<file path="src/rtl/riscv_ctrl_pkg.sv">
// riscv_ctrl_pkg: shared constants for the RV32I control sequencer.
//   ALU op codes, opcode/funct field values, sequencer state enum and a
//   small helper that maps an ALU funct3 onto the datapath op code.
package riscv_ctrl_pkg;

  localparam logic [3:0] ALU_AND = 4'b0000;
  localparam logic [3:0] ALU_OR  = 4'b0001;
  localparam logic [3:0] ALU_ADD = 4'b0010;
  localparam logic [3:0] ALU_SUB = 4'b0110;
  localparam logic [3:0] ALU_SLT = 4'b0111;

  localparam logic [6:0] OPC_R     = 7'b0110011;
  localparam logic [6:0] OPC_I     = 7'b0010011;
  localparam logic [6:0] OPC_LOAD  = 7'b0000011;
  localparam logic [6:0] OPC_STORE = 7'b0100011;

  localparam logic [2:0] F3_ADD = 3'b000;
  localparam logic [2:0] F3_SLT = 3'b010;
  localparam logic [2:0] F3_OR  = 3'b110;
  localparam logic [2:0] F3_AND = 3'b111;
  localparam logic [2:0] F3_W   = 3'b010;

  localparam logic [6:0] F7_BASE = 7'b0000000;
  localparam logic [6:0] F7_ALT  = 7'b0100000;

  typedef enum logic [1:0] {S_IDLE, S_EXEC, S_LOAD2} state_e;

  // funct3 values the ALU subset supports (ADD/SLT/OR/AND families)
  function automatic logic f3_alu_ok(input logic [2:0] f3);
    return (f3 == F3_ADD) || (f3 == F3_SLT) || (f3 == F3_OR) || (f3 == F3_AND);
  endfunction

  function automatic logic [3:0] alu_of_f3(input logic [2:0] f3);
    logic [3:0] op;
    case (f3)
      F3_SLT:  op = ALU_SLT;
      F3_OR:   op = ALU_OR;
      F3_AND:  op = ALU_AND;
      default: op = ALU_ADD;
    endcase
    return op;
  endfunction

endpackage

</file>
<file path="src/rtl/riscv_ctrl_seq_if.sv">
// riscv_ctrl_seq_if: instruction handshake plus the control outputs that
// steer RegFileALUMemory.
//   slave  : sequencer side (consumes instr/instr_valid, drives the rest)
//   master : instruction source / observer side
interface riscv_ctrl_seq_if #(
  parameter int DATA_WIDTH = 32,
  parameter int NAME_BITS  = 5,
  parameter int CTRL_BITS  = 4,
  parameter int PC_WIDTH   = 16
);
  logic [31:0]           instr;
  logic                  instr_valid;
  logic                  instr_ready;
  logic [PC_WIDTH-1:0]   pc;
  logic [NAME_BITS-1:0]  rs1;
  logic [NAME_BITS-1:0]  rs2;
  logic [NAME_BITS-1:0]  ws_in;
  logic [CTRL_BITS-1:0]  op_in;
  logic                  imm_e;
  logic [DATA_WIDTH-1:0] imm_d;
  logic                  mem_rst;
  logic                  mem_we;
  logic                  mem_re;
  logic                  mem_rs;
  logic                  mem_ws;
  logic                  illegal;
  logic [15:0]           retired;

  modport slave (
    input  instr, instr_valid,
    output instr_ready, pc, rs1, rs2, ws_in, op_in, imm_e, imm_d,
           mem_rst, mem_we, mem_re, mem_rs, mem_ws, illegal, retired
  );

  modport master (
    output instr, instr_valid,
    input  instr_ready, pc, rs1, rs2, ws_in, op_in, imm_e, imm_d,
           mem_rst, mem_we, mem_re, mem_rs, mem_ws, illegal, retired
  );
endinterface

</file>
<file path="src/rtl/riscv_decode.sv">
// riscv_decode: purely combinational RV32I subset decoder.
//   instr in; control fields out plus legal flag. Unsupported encodings
//   report legal=0 and NOP fields.
module riscv_decode
  import riscv_ctrl_pkg::*;
#(
  parameter int DATA_WIDTH = 32,
  parameter int NAME_BITS  = 5,
  parameter int CTRL_BITS  = 4
) (
  input  logic [31:0]           instr,
  output logic                  legal,
  output logic [NAME_BITS-1:0]  rs1,
  output logic [NAME_BITS-1:0]  rs2,
  output logic [NAME_BITS-1:0]  ws,
  output logic [CTRL_BITS-1:0]  op,
  output logic                  imm_e,
  output logic [DATA_WIDTH-1:0] imm_d,
  output logic                  mem_we,
  output logic                  mem_re,
  output logic                  mem_rs,
  output logic                  mem_ws
);
  logic [6:0] opc, f7;
  logic [2:0] f3;
  logic [DATA_WIDTH-1:0] i_imm, s_imm;

  assign opc   = instr[6:0];
  assign f3    = instr[14:12];
  assign f7    = instr[31:25];
  assign i_imm = {{(DATA_WIDTH-12){instr[31]}}, instr[31:20]};
  assign s_imm = {{(DATA_WIDTH-12){instr[31]}}, instr[31:25], instr[11:7]};

  always_comb begin
    legal  = 1'b0;
    rs1    = '0;
    rs2    = '0;
    ws     = '0;
    op     = CTRL_BITS'(ALU_ADD);
    imm_e  = 1'b0;
    imm_d  = '0;
    mem_we = 1'b0;
    mem_re = 1'b0;
    mem_rs = 1'b0;
    mem_ws = 1'b0;
    case (opc)
      OPC_R: begin
        // SUB is the only funct7 variant; everything else needs funct7=0
        if (f3_alu_ok(f3) && (f7 == F7_BASE || (f7 == F7_ALT && f3 == F3_ADD))) begin
          legal = 1'b1;
          rs1   = NAME_BITS'(instr[19:15]);
          rs2   = NAME_BITS'(instr[24:20]);
          ws    = NAME_BITS'(instr[11:7]);
          op    = (f7 == F7_ALT) ? CTRL_BITS'(ALU_SUB) : CTRL_BITS'(alu_of_f3(f3));
        end
      end
      OPC_I: begin
        if (f3_alu_ok(f3)) begin
          legal = 1'b1;
          rs1   = NAME_BITS'(instr[19:15]);
          ws    = NAME_BITS'(instr[11:7]);
          op    = CTRL_BITS'(alu_of_f3(f3));
          imm_e = 1'b1;
          imm_d = i_imm;
        end
      end
      OPC_LOAD: begin
        if (f3 == F3_W) begin
          legal  = 1'b1;
          rs1    = NAME_BITS'(instr[19:15]);
          ws     = NAME_BITS'(instr[11:7]);
          imm_e  = 1'b1;
          imm_d  = i_imm;
          mem_re = 1'b1;
          mem_rs = 1'b1;
        end
      end
      OPC_STORE: begin
        if (f3 == F3_W) begin
          legal  = 1'b1;
          rs1    = NAME_BITS'(instr[19:15]);
          rs2    = NAME_BITS'(instr[24:20]);
          imm_e  = 1'b1;
          imm_d  = s_imm;
          mem_we = 1'b1;
          mem_ws = 1'b1;
        end
      end
      default: ;
    endcase
  end
endmodule

</file>
<file path="src/rtl/riscv_ctrl_seq.sv">
// riscv_ctrl_seq: multicycle control sequencer for RegFileALUMemory.
//   clk, rst (async active-low) plain ports; everything else on bus:
//   instr/instr_valid/instr_ready handshake, pc, register names, ALU op,
//   immediate, memory strobes, illegal pulse and retired count.
//   All outputs are registered; IDLE drives a NOP (ADD, no write, no mem).
module riscv_ctrl_seq
  import riscv_ctrl_pkg::*;
#(
  parameter int DATA_WIDTH = 32,
  parameter int NAME_BITS  = 5,
  parameter int CTRL_BITS  = 4,
  parameter int PC_WIDTH   = 16
) (
  input  logic             clk,
  input  logic             rst,
  riscv_ctrl_seq_if.slave  bus
);
  logic                  dec_legal;
  logic [NAME_BITS-1:0]  dec_rs1, dec_rs2, dec_ws;
  logic [CTRL_BITS-1:0]  dec_op;
  logic                  dec_imm_e, dec_we, dec_re, dec_rs, dec_wsm;
  logic [DATA_WIDTH-1:0] dec_imm;

  riscv_decode #(
    .DATA_WIDTH(DATA_WIDTH), .NAME_BITS(NAME_BITS), .CTRL_BITS(CTRL_BITS)
  ) u_dec (
    .instr (bus.instr),
    .legal (dec_legal),
    .rs1   (dec_rs1),
    .rs2   (dec_rs2),
    .ws    (dec_ws),
    .op    (dec_op),
    .imm_e (dec_imm_e),
    .imm_d (dec_imm),
    .mem_we(dec_we),
    .mem_re(dec_re),
    .mem_rs(dec_rs),
    .mem_ws(dec_wsm)
  );

  state_e                state_q, state_d;
  logic [PC_WIDTH-1:0]   pc_q, pc_d;
  logic [15:0]           ret_q, ret_d;
  logic                  rdy_q, rdy_d;
  logic                  ill_q, ill_d;
  logic                  mrst_q, mrst_d;
  logic [NAME_BITS-1:0]  rs1_q, rs1_d, rs2_q, rs2_d, ws_q, ws_d;
  logic [CTRL_BITS-1:0]  op_q, op_d;
  logic                  imm_e_q, imm_e_d;
  logic [DATA_WIDTH-1:0] imm_q, imm_d;
  logic                  we_q, we_d, re_q, re_d, rs_q, rs_d, wsm_q, wsm_d;

  always_comb begin
    state_d = state_q;
    pc_d    = pc_q;
    ret_d   = ret_q;
    rdy_d   = rdy_q;
    ill_d   = 1'b0;
    mrst_d  = 1'b0;   // memory reset only spans reset plus the first edge
    rs1_d   = rs1_q;
    rs2_d   = rs2_q;
    ws_d    = ws_q;
    op_d    = op_q;
    imm_e_d = imm_e_q;
    imm_d   = imm_q;
    we_d    = we_q;
    re_d    = re_q;
    rs_d    = rs_q;
    wsm_d   = wsm_q;

    case (state_q)
      S_IDLE: begin
        if (bus.instr_valid) begin
          pc_d = pc_q + PC_WIDTH'(4);
          if (dec_legal) begin
            state_d = S_EXEC;
            rdy_d   = 1'b0;
            rs1_d   = dec_rs1;
            rs2_d   = dec_rs2;
            ws_d    = dec_ws;
            op_d    = dec_op;
            imm_e_d = dec_imm_e;
            imm_d   = dec_imm;
            we_d    = dec_we;
            re_d    = dec_re;
            rs_d    = dec_rs;
            wsm_d   = dec_wsm;
          end else begin
            ill_d = 1'b1;
          end
        end
      end
      default: begin
        // re_q marks LW, which needs one extra cycle with fields held
        if (state_q == S_EXEC && re_q) begin
          state_d = S_LOAD2;
        end else begin
          state_d = S_IDLE;
          rdy_d   = 1'b1;
          ret_d   = ret_q + 16'd1;
          rs1_d   = '0;
          rs2_d   = '0;
          ws_d    = '0;
          op_d    = CTRL_BITS'(ALU_ADD);
          imm_e_d = 1'b0;
          imm_d   = '0;
          we_d    = 1'b0;
          re_d    = 1'b0;
          rs_d    = 1'b0;
          wsm_d   = 1'b0;
        end
      end
    endcase
  end

  always_ff @(posedge clk or negedge rst) begin
    if (!rst) begin
      state_q <= S_IDLE;
      pc_q    <= '0;
      ret_q   <= '0;
      rdy_q   <= 1'b1;
      ill_q   <= 1'b0;
      mrst_q  <= 1'b1;
      rs1_q   <= '0;
      rs2_q   <= '0;
      ws_q    <= '0;
      op_q    <= CTRL_BITS'(ALU_ADD);
      imm_e_q <= 1'b0;
      imm_q   <= '0;
      we_q    <= 1'b0;
      re_q    <= 1'b0;
      rs_q    <= 1'b0;
      wsm_q   <= 1'b0;
    end else begin
      state_q <= state_d;
      pc_q    <= pc_d;
      ret_q   <= ret_d;
      rdy_q   <= rdy_d;
      ill_q   <= ill_d;
      mrst_q  <= mrst_d;
      rs1_q   <= rs1_d;
      rs2_q   <= rs2_d;
      ws_q    <= ws_d;
      op_q    <= op_d;
      imm_e_q <= imm_e_d;
      imm_q   <= imm_d;
      we_q    <= we_d;
      re_q    <= re_d;
      rs_q    <= rs_d;
      wsm_q   <= wsm_d;
    end
  end

  assign bus.instr_ready = rdy_q;
  assign bus.pc          = pc_q;
  assign bus.retired     = ret_q;
  assign bus.illegal     = ill_q;
  assign bus.mem_rst     = mrst_q;
  assign bus.rs1         = rs1_q;
  assign bus.rs2         = rs2_q;
  assign bus.ws_in       = ws_q;
  assign bus.op_in       = op_q;
  assign bus.imm_e       = imm_e_q;
  assign bus.imm_d       = imm_q;
  assign bus.mem_we      = we_q;
  assign bus.mem_re      = re_q;
  assign bus.mem_rs      = rs_q;
  assign bus.mem_ws      = wsm_q;
endmodule

</file>
<file path="src/flat_wrapper.sv">
// flat-port wrapper written by rule: the top's interface ports become plain ports
module riscv_ctrl_seq_flat import riscv_ctrl_pkg::*;
#(
  parameter int DATA_WIDTH = 32,
  parameter int NAME_BITS  = 5,
  parameter int CTRL_BITS  = 4,
  parameter int PC_WIDTH   = 16
)
  (clk, rst, bus_instr, bus_instr_valid, bus_instr_ready, bus_pc, bus_rs1, bus_rs2, bus_ws_in, bus_op_in, bus_imm_e, bus_imm_d, bus_mem_rst, bus_mem_we, bus_mem_re, bus_mem_rs, bus_mem_ws, bus_illegal, bus_retired);
  riscv_ctrl_seq_if #(.DATA_WIDTH(DATA_WIDTH), .NAME_BITS(NAME_BITS), .CTRL_BITS(CTRL_BITS), .PC_WIDTH(PC_WIDTH)) bus_i ();
  input  logic clk;
  input  logic rst;
  input wire logic [$bits(bus_i.instr)-1:0] bus_instr;
  input wire logic [$bits(bus_i.instr_valid)-1:0] bus_instr_valid;
  output wire logic [$bits(bus_i.instr_ready)-1:0] bus_instr_ready;
  output wire logic [$bits(bus_i.pc)-1:0] bus_pc;
  output wire logic [$bits(bus_i.rs1)-1:0] bus_rs1;
  output wire logic [$bits(bus_i.rs2)-1:0] bus_rs2;
  output wire logic [$bits(bus_i.ws_in)-1:0] bus_ws_in;
  output wire logic [$bits(bus_i.op_in)-1:0] bus_op_in;
  output wire logic [$bits(bus_i.imm_e)-1:0] bus_imm_e;
  output wire logic [$bits(bus_i.imm_d)-1:0] bus_imm_d;
  output wire logic [$bits(bus_i.mem_rst)-1:0] bus_mem_rst;
  output wire logic [$bits(bus_i.mem_we)-1:0] bus_mem_we;
  output wire logic [$bits(bus_i.mem_re)-1:0] bus_mem_re;
  output wire logic [$bits(bus_i.mem_rs)-1:0] bus_mem_rs;
  output wire logic [$bits(bus_i.mem_ws)-1:0] bus_mem_ws;
  output wire logic [$bits(bus_i.illegal)-1:0] bus_illegal;
  output wire logic [$bits(bus_i.retired)-1:0] bus_retired;
  assign bus_i.instr = bus_instr;
  assign bus_i.instr_valid = bus_instr_valid;
  assign bus_instr_ready = bus_i.instr_ready;
  assign bus_pc = bus_i.pc;
  assign bus_rs1 = bus_i.rs1;
  assign bus_rs2 = bus_i.rs2;
  assign bus_ws_in = bus_i.ws_in;
  assign bus_op_in = bus_i.op_in;
  assign bus_imm_e = bus_i.imm_e;
  assign bus_imm_d = bus_i.imm_d;
  assign bus_mem_rst = bus_i.mem_rst;
  assign bus_mem_we = bus_i.mem_we;
  assign bus_mem_re = bus_i.mem_re;
  assign bus_mem_rs = bus_i.mem_rs;
  assign bus_mem_ws = bus_i.mem_ws;
  assign bus_illegal = bus_i.illegal;
  assign bus_retired = bus_i.retired;
  riscv_ctrl_seq #(.DATA_WIDTH(DATA_WIDTH), .NAME_BITS(NAME_BITS), .CTRL_BITS(CTRL_BITS), .PC_WIDTH(PC_WIDTH)) u_core (.clk(clk), .rst(rst), .bus(bus_i));
endmodule
</file>
<file path="config.mk">
export PLATFORM = sky130hd
export DESIGN_NAME = riscv_ctrl_seq_flat
export DESIGN_NICKNAME = d
export VERILOG_FILES = /design/src/rtl/riscv_ctrl_pkg.sv /design/src/rtl/riscv_ctrl_seq_if.sv /design/src/rtl/riscv_decode.sv /design/src/rtl/riscv_ctrl_seq.sv /design/src/flat_wrapper.sv
export SDC_FILE = /design/constraint.sdc
export NUM_CORES = 1
export LEC_CHECK = 0
export BUFFER_PORTS_ARGS = -buffer_cell sky130_fd_sc_hd__buf_4
export CORE_MARGIN = 8
export CORE_UTILIZATION = 35
export DETAILED_ROUTE_END_ITERATION = 10
export HOLD_SLACK_MARGIN = 0.15
export SKIP_LAST_GASP = 1
export SYNTH_ARGS = -nofsm -noshare
export SYNTH_HDL_FRONTEND = slang
export SYNTH_SLANG_ARGS = --single-unit
</file>
<file path="constraint.sdc">
create_clock -name clk -period 2.6 [get_ports clk]
set_input_delay 0.52 -clock clk [delete_from_list [all_inputs] [get_ports clk]]
set_output_delay 0.52 -clock clk [all_outputs]
set_load 0.02 [all_outputs]
</file>
# --- Yosys cells after proc, flatten, opt, wreduce, memory -nomap -nowiden ---
# Cells that the tools add are included.
word_totals:
  wordCells: 111
  input_bits: 35
  ff_bits: 91
  output_inout_bits: 91
op_classes:
  addsub: 2
  n_reduce_logical: 15
  n_bitwise: 2
  eq_ne: 12
  muxes: 66
op_table:
  columns: ["op", "n"]
  rows:
  - ["2-to-1 mux 32 bit", 7]
  - ["one-hot mux 32 bit (3 select lines)", 1]
  - ["2-to-1 mux 5 bit", 18]
  - ["one-hot mux 5 bit (3 select lines)", 2]
  - ["2-to-1 mux 4 bit", 7]
  - ["2-to-1 mux 1 bit", 22]
  - ["== test 7 x 6 -> 1 bit, second input constant", 3]
  - ["adder 16 x 1 -> 16 bit, second input constant", 1]
  - ["adder 16 x 3 -> 16 bit, second input constant", 1]
  - ["one-hot mux 5 bit (2 select lines)", 1]
  - ["one-hot mux 3 bit (3 select lines)", 1]
  - ["2-to-1 mux 2 bit", 4]
  - ["one-hot mux 4 bit (2 select lines)", 1]
  - ["== test 7 x 2 -> 1 bit, second input constant", 1]
  - ["== test 7 x 5 -> 1 bit, second input constant", 1]
  - ["logical NOT 7 bit", 1]
  - ["== test 3 bit, second input constant", 2]
  - ["AND reduction 2 bit", 3]
  - ["logical OR 1 bit", 4]
  - ["inequality test 2 bit, second input constant", 2]
  - ["== test 3 x 2 -> 1 bit, second input constant", 1]
  - ["logical AND 1 bit", 3]
  - ["logical NOT 3 bit", 1]
  - ["one-hot mux 1 bit (3 select lines)", 1]
  - ["other kinds (7)", 8]

# --- Depth between registers and ports, before layout ---
logic_depth:
  ltp_word: 10
  ltp_mapped: 8
  ltp_nobuf: 5

# --- By module ---
# Synthesis repeated with hierarchy kept, for this count alone.
hier_totals:
  hier_cells: 363
  area_unflattened_um2: 4309.1
by_module_without_submodules:
  columns: ["module", "cells_each", "seq_area_each_um2", "area_each_um2", "n_inst"]
  rows:
  - ["riscv_ctrl_seq", 257, 2280.9, 3608.5, 1]
  - ["riscv_decode", 106, 0.0, 700.7, 1]

# --- Least setup slack after synthesis ---
# Ideal clock, no wire load.
synth_path:
  path_type: "input-to-reg"
  startpoint: "in bus_instr[29]"
  endpoint: "reg u_core.re_q, in the netlist u_core.bus.mem_re"
  t_required_ns: 2.522
  t_arrival_ns: 2.206
  n_path_buf: 1
  stages: 6
  setup_ns: 0.078
  slack_ns: 0.316
  cell_sequence: "or4_4 a2111oi_4 o21ai_2 buf_6 or4_1 a21oi_1"
synth_between:
  elab_chain_cells: 8
  word_cells_on_any_way: 9
  classes_between: "eq/ne (2); mux (2); reduce/logical (5)"
synth_rtl:
  columns: ["item", "line", "rtl"]
  rows:
  - ["start: declaration", "flat_wrapper.sv:13", "input wire logic [$bits(bus_i.instr)-1:0] bus_instr;"]
  - ["== test 7 x 6 -> 1 bit", "riscv_decode.sv:49", "if (f3_alu_ok(f3) && (f7 == F7_BASE || (f7 == F7_ALT && f3 == F3_ADD))) begin"]
  - ["logical AND 1 bit", "riscv_decode.sv:49", null]
  - ["logical OR 1 bit *", "riscv_decode.sv:49", null]
  - ["logical AND 1 bit *", "riscv_decode.sv:49", null]
  - ["2-to-1 mux 1 bit *", "riscv_decode.sv:49", null]
  - ["one-hot mux 1 bit (3 select lines) *", "riscv_decode.sv:46", "case (opc)"]
  - ["inequality test 2 x 1 -> 1 bit (no source line) *", null, null]
  - ["AND reduction 3 bit (no source line) *", null, null]
  - ["end signal: assignment", "riscv_ctrl_seq.sv:148", "re_q <= re_d;"]
  - ["end: declaration", "riscv_ctrl_seq.sv:51", "logic we_q, we_d, re_q, re_d, rs_q, rs_d, wsm_q, wsm_d;"]
# Every way passes the cells marked *; elsewhere a longest branch is shown, timed or not.
# A chain may end at the register's enable or synchronous reset.

# --- Worst setup path after layout ---
layout_path:
  startpoint: "in bus_instr[29]"
  endpoint: "reg u_core.imm_q[1], in the netlist u_core.bus.imm_d[1]"
layout_between:
  elab_chain_cells: 8
  word_cells_on_any_way: 9
  classes_between: "eq/ne (2); mux (2); reduce/logical (5)"
layout_rtl:
  columns: ["item", "line", "rtl"]
  rows:
  - ["== test 7 x 6 -> 1 bit", "riscv_decode.sv:49", null]
  - ["logical AND 1 bit", "riscv_decode.sv:49", null]
  - ["logical OR 1 bit *", "riscv_decode.sv:49", null]
  - ["logical AND 1 bit *", "riscv_decode.sv:49", null]
  - ["2-to-1 mux 1 bit *", "riscv_decode.sv:49", null]
  - ["one-hot mux 1 bit (3 select lines) *", "riscv_decode.sv:46", null]
  - ["inequality test 2 x 1 -> 1 bit (no source line) *", null, null]
  - ["AND reduction 3 bit (no source line) *", null, null]
  - ["end signal: assignment", "riscv_ctrl_seq.sv:146", "imm_q <= imm_d;"]
  - ["end: declaration", "riscv_ctrl_seq.sv:50", "logic [DATA_WIDTH-1:0] imm_q, imm_d;"]
# Marks and branches as above.

==> reports/qor.yml <==
outcome: "complete, no violations"
synth_area_per_cell_um2: 10.5
h-tree-depth: 3
worstSetupEndpointType: "flip-flop"
grt_overflow: 0
routedWlPerCell_um: 15.7
drive_above_1_share_pct: 37.1
synth_seq_cells: 68
core_area_mm2: 0.00924
cts_hold_buf: 0
gp_congestion: 0.777
initial_core_util_pct: 36.0
p_leak_uw: 0.00220
hold_viol_final: 0
yosysUniqueCellTypes: 52
num_vias: 2710
clk_pin_slew_ns: 0.08
nNetsFinal: 461
skew_ns: 0.0120
ant_nets: 0
cp_data_arrival_time_ns: 2.37
top_usage_layer: "met2"
max_cap_violations: 0
grt_pass1_vias: 2730
synth_area_leaders: "dfrtp_1 (49%), buf_4 (5.6%), xnor2_1 (5.5%), nand3_1 (5.0%), o31ai_1 (4.7%)"
cts_resized: 0
grt_max_degree: 69
cts-root-buf: "clkbuf_8"
route.detailed.drc: 0
p_switching_uw: 726
synthToLayoutAreaGrowth_pct: 34.2
path_max_fanout: 21
synth_edf_count: 0
whs_ns: 0.285
slew_violations: 0
relSlewSlack_pct: 38.9
cts_setup_buffers: 0
vias_per_cell: 4.86
synth_top_area_share_pct: 48.9
power_uw: 2640
yosys_warnings: 0
grt_pass1_wl_mm: 14.2
clkPwrFrac_pct: 38.6
powerDensity_mw_per_mm2: 592
rsz0062_at_grt: "false"
nFillCells: 856
finalWirelength_mm: 8.78
grt_use_met2_pct: 21.9
swShare_pct: 27.5
drt_iter0_drc: 64
place.port_buffers: 122
die_y_um: 113
diodes: 0
insertion_delay_ns: 0.34
chipWidth_um: 113
boundaryPins: 126
critPathKind: "in -> reg"
dr.pass1.iters: 4
antenna_found_initial: 0
fmax_mhz: 467
internal-power_uw: 1920
cp-start-kind: "input pin"
synth.yosys.seq_area_share_pct: 51.3
synth_flop_cell: "dfrtp_1"
numCtsBuffers: 9
grtUsageTotal_pct: 13.6
async_flop_share_pct: 100
yosysTopAreaCell: "dfrtp_1"
setup_viol: 0
crit_required_ns: 2.83
cts_tree: "yes"
tightest_slew_ns: 0.908
netlist_instances: 316
rows: 35
netlist_area_mm2: 0.00333
pwr-share-comb_pct: 15.7
post-route-util_pct: 48.3
pwr-share-seq_pct: 45.8
yosysMostFrequentCell: "dfrtp_1"
min_period_over_period_pct: 82.4
setup_tns_ns: 0
min_path_type: "in -> async"
ys_top_cells_by_count: "dfrtp_1 (65), nand3_1 (33), buf_4 (25)"
hpwl_mm: 6.53
clock-sinks: 68
fin_crit_ns: 2.14
fp.dieArea_mm2: 0.0129
grtUsageMet1_pct: 16.7
clockBufferDepth: 2
grt_use_met3_pct: 4.28
vdd_ir_drop_max_mv: 0.279
## logic make-up after synthesis
kind of cell	share of synthesized area (%)
simple gates	16.5
compound gates	13.5
other cells	0.113
fa+ha+maj	0.752
mux	1.02
flops	51.3
buf+inv	9.44
xor+xnor	7.37
## critical path, stage by stage
cell and delay (ns):
buf_4 0.12, or4_4 0.55, a2111oi_4 0.37, o21ai_2 0.12, and2_1 0.21, buf_4 0.22, o31ai_1 0.27
## metrics by stage
| step | std cells | instance area [µm²] | setup slack (ns) |
|---|---|---|---|
| 2_1_floorplan | 319 | 3340 | 0.316 |
| 3_3_place_gp | 542 | 4230 | 0.158 |
| 3_5_place_dp | 542 | 4230 | 0.0999 |
| 4_1_cts | 558 | 4470 | 0.471 |
| 5_1_grt | 558 | 4470 | 0.351 |
| 6_report | 558 | 4470 | 0.457 |
## cells in the final DEF, fill, tap and decap left out, drive strengths merged, types with 3 or more instances in the layout
| cell type | netlist | layout |
|---|---|---|
| a21oi | 3 | 3 |
| nand2 | 24 | 24 |
| inv | 18 | 19 |
| nor2 | 13 | 13 |
| and2 | 4 | 4 |
| nor2b | 3 | 3 |
| clkbuf | 7 | 11 |
| a22o | 6 | 6 |
| buf | 29 | 130 |
| conb | 1 | 4 |
| dfstp | 3 | 3 |
| xor2 | 7 | 7 |
| nand4 | 6 | 6 |
| o31ai | 21 | 21 |
| o21ai | 5 | 5 |
| dfrtp | 65 | 65 |
| a22oi | 5 | 5 |
| nand2b | 4 | 4 |
| mux2 | 3 | 3 |
| xnor2 | 21 | 21 |
| nand3 | 33 | 33 |
## power by group through the flow
stage               combinational [µW]  clock [µW]  sequential, µW
floorplan                          134           0            1300
global placement                   421           0            1230
detailed placement                 422           0            1230
CTS                                423        1050            1210
global route                       449        1080            1220
finish                             414        1020            1210
## final timing paths
kind / from / to / slack [ns] / cells after the start
max in group asynchronous: rst / u_core.state_q[1] / 1.74 / 1
max: bus_instr[29] / u_core.bus.imm_d[1] / 0.46 / 7
min: rst / u_core.bus.retired[14] / 0.28 / 1
min reg2reg: u_core.bus.instr_ready / u_core.bus.instr_ready / 0.46 / 2
max reg2reg: u_core.state_q[1] / u_core.bus.imm_d[1] / 0.59 / 6
min in group clk: bus_instr[29] / u_core.bus.imm_d[9] / 0.42 / 2
## layer usage
metal | vias up | wire [µm]
met5 | - | 0
li1 | 1308 | -
met4 | 0 | 87
met1 | 1311 | 3840
met2 | 83 | 4150
met3 | 8 | 700
## state kept, by name, summed over array words and instances, names as in the netlist
name                    cells
u_core.bus.ws_in            5
u_core.bus.imm_e            1
u_core.bus.op_in            3
u_core.bus.pc              14
u_core.bus.retired         16
u_core.state_q              2
u_core.bus.mem_ws           1
u_core.bus.rs1              5
u_core.bus.rs2              5
u_core.bus.mem_re           1
u_core.bus.illegal          1
u_core.bus.instr_ready      1
u_core.bus.mem_rst          1
u_core.bus.imm_d           12
## cell type report
type | instances | area, µm² | share of cell area, %
Clock buffer | 11 | 151 | 3.39
Inverter | 18 | 67.6 | 1.51
Tap cell | 129 | 161 | 3.61
Clock inverter | 5 | 82.6 | 1.85
Multi-Input combinational cell | 197 | 1320 | 29.6
Sequential cell | 68 | 1710 | 38.2
Timing Repair Buffer | 130 | 976 | 21.9
Note: power is estimated with default switching activity, not from simulation.
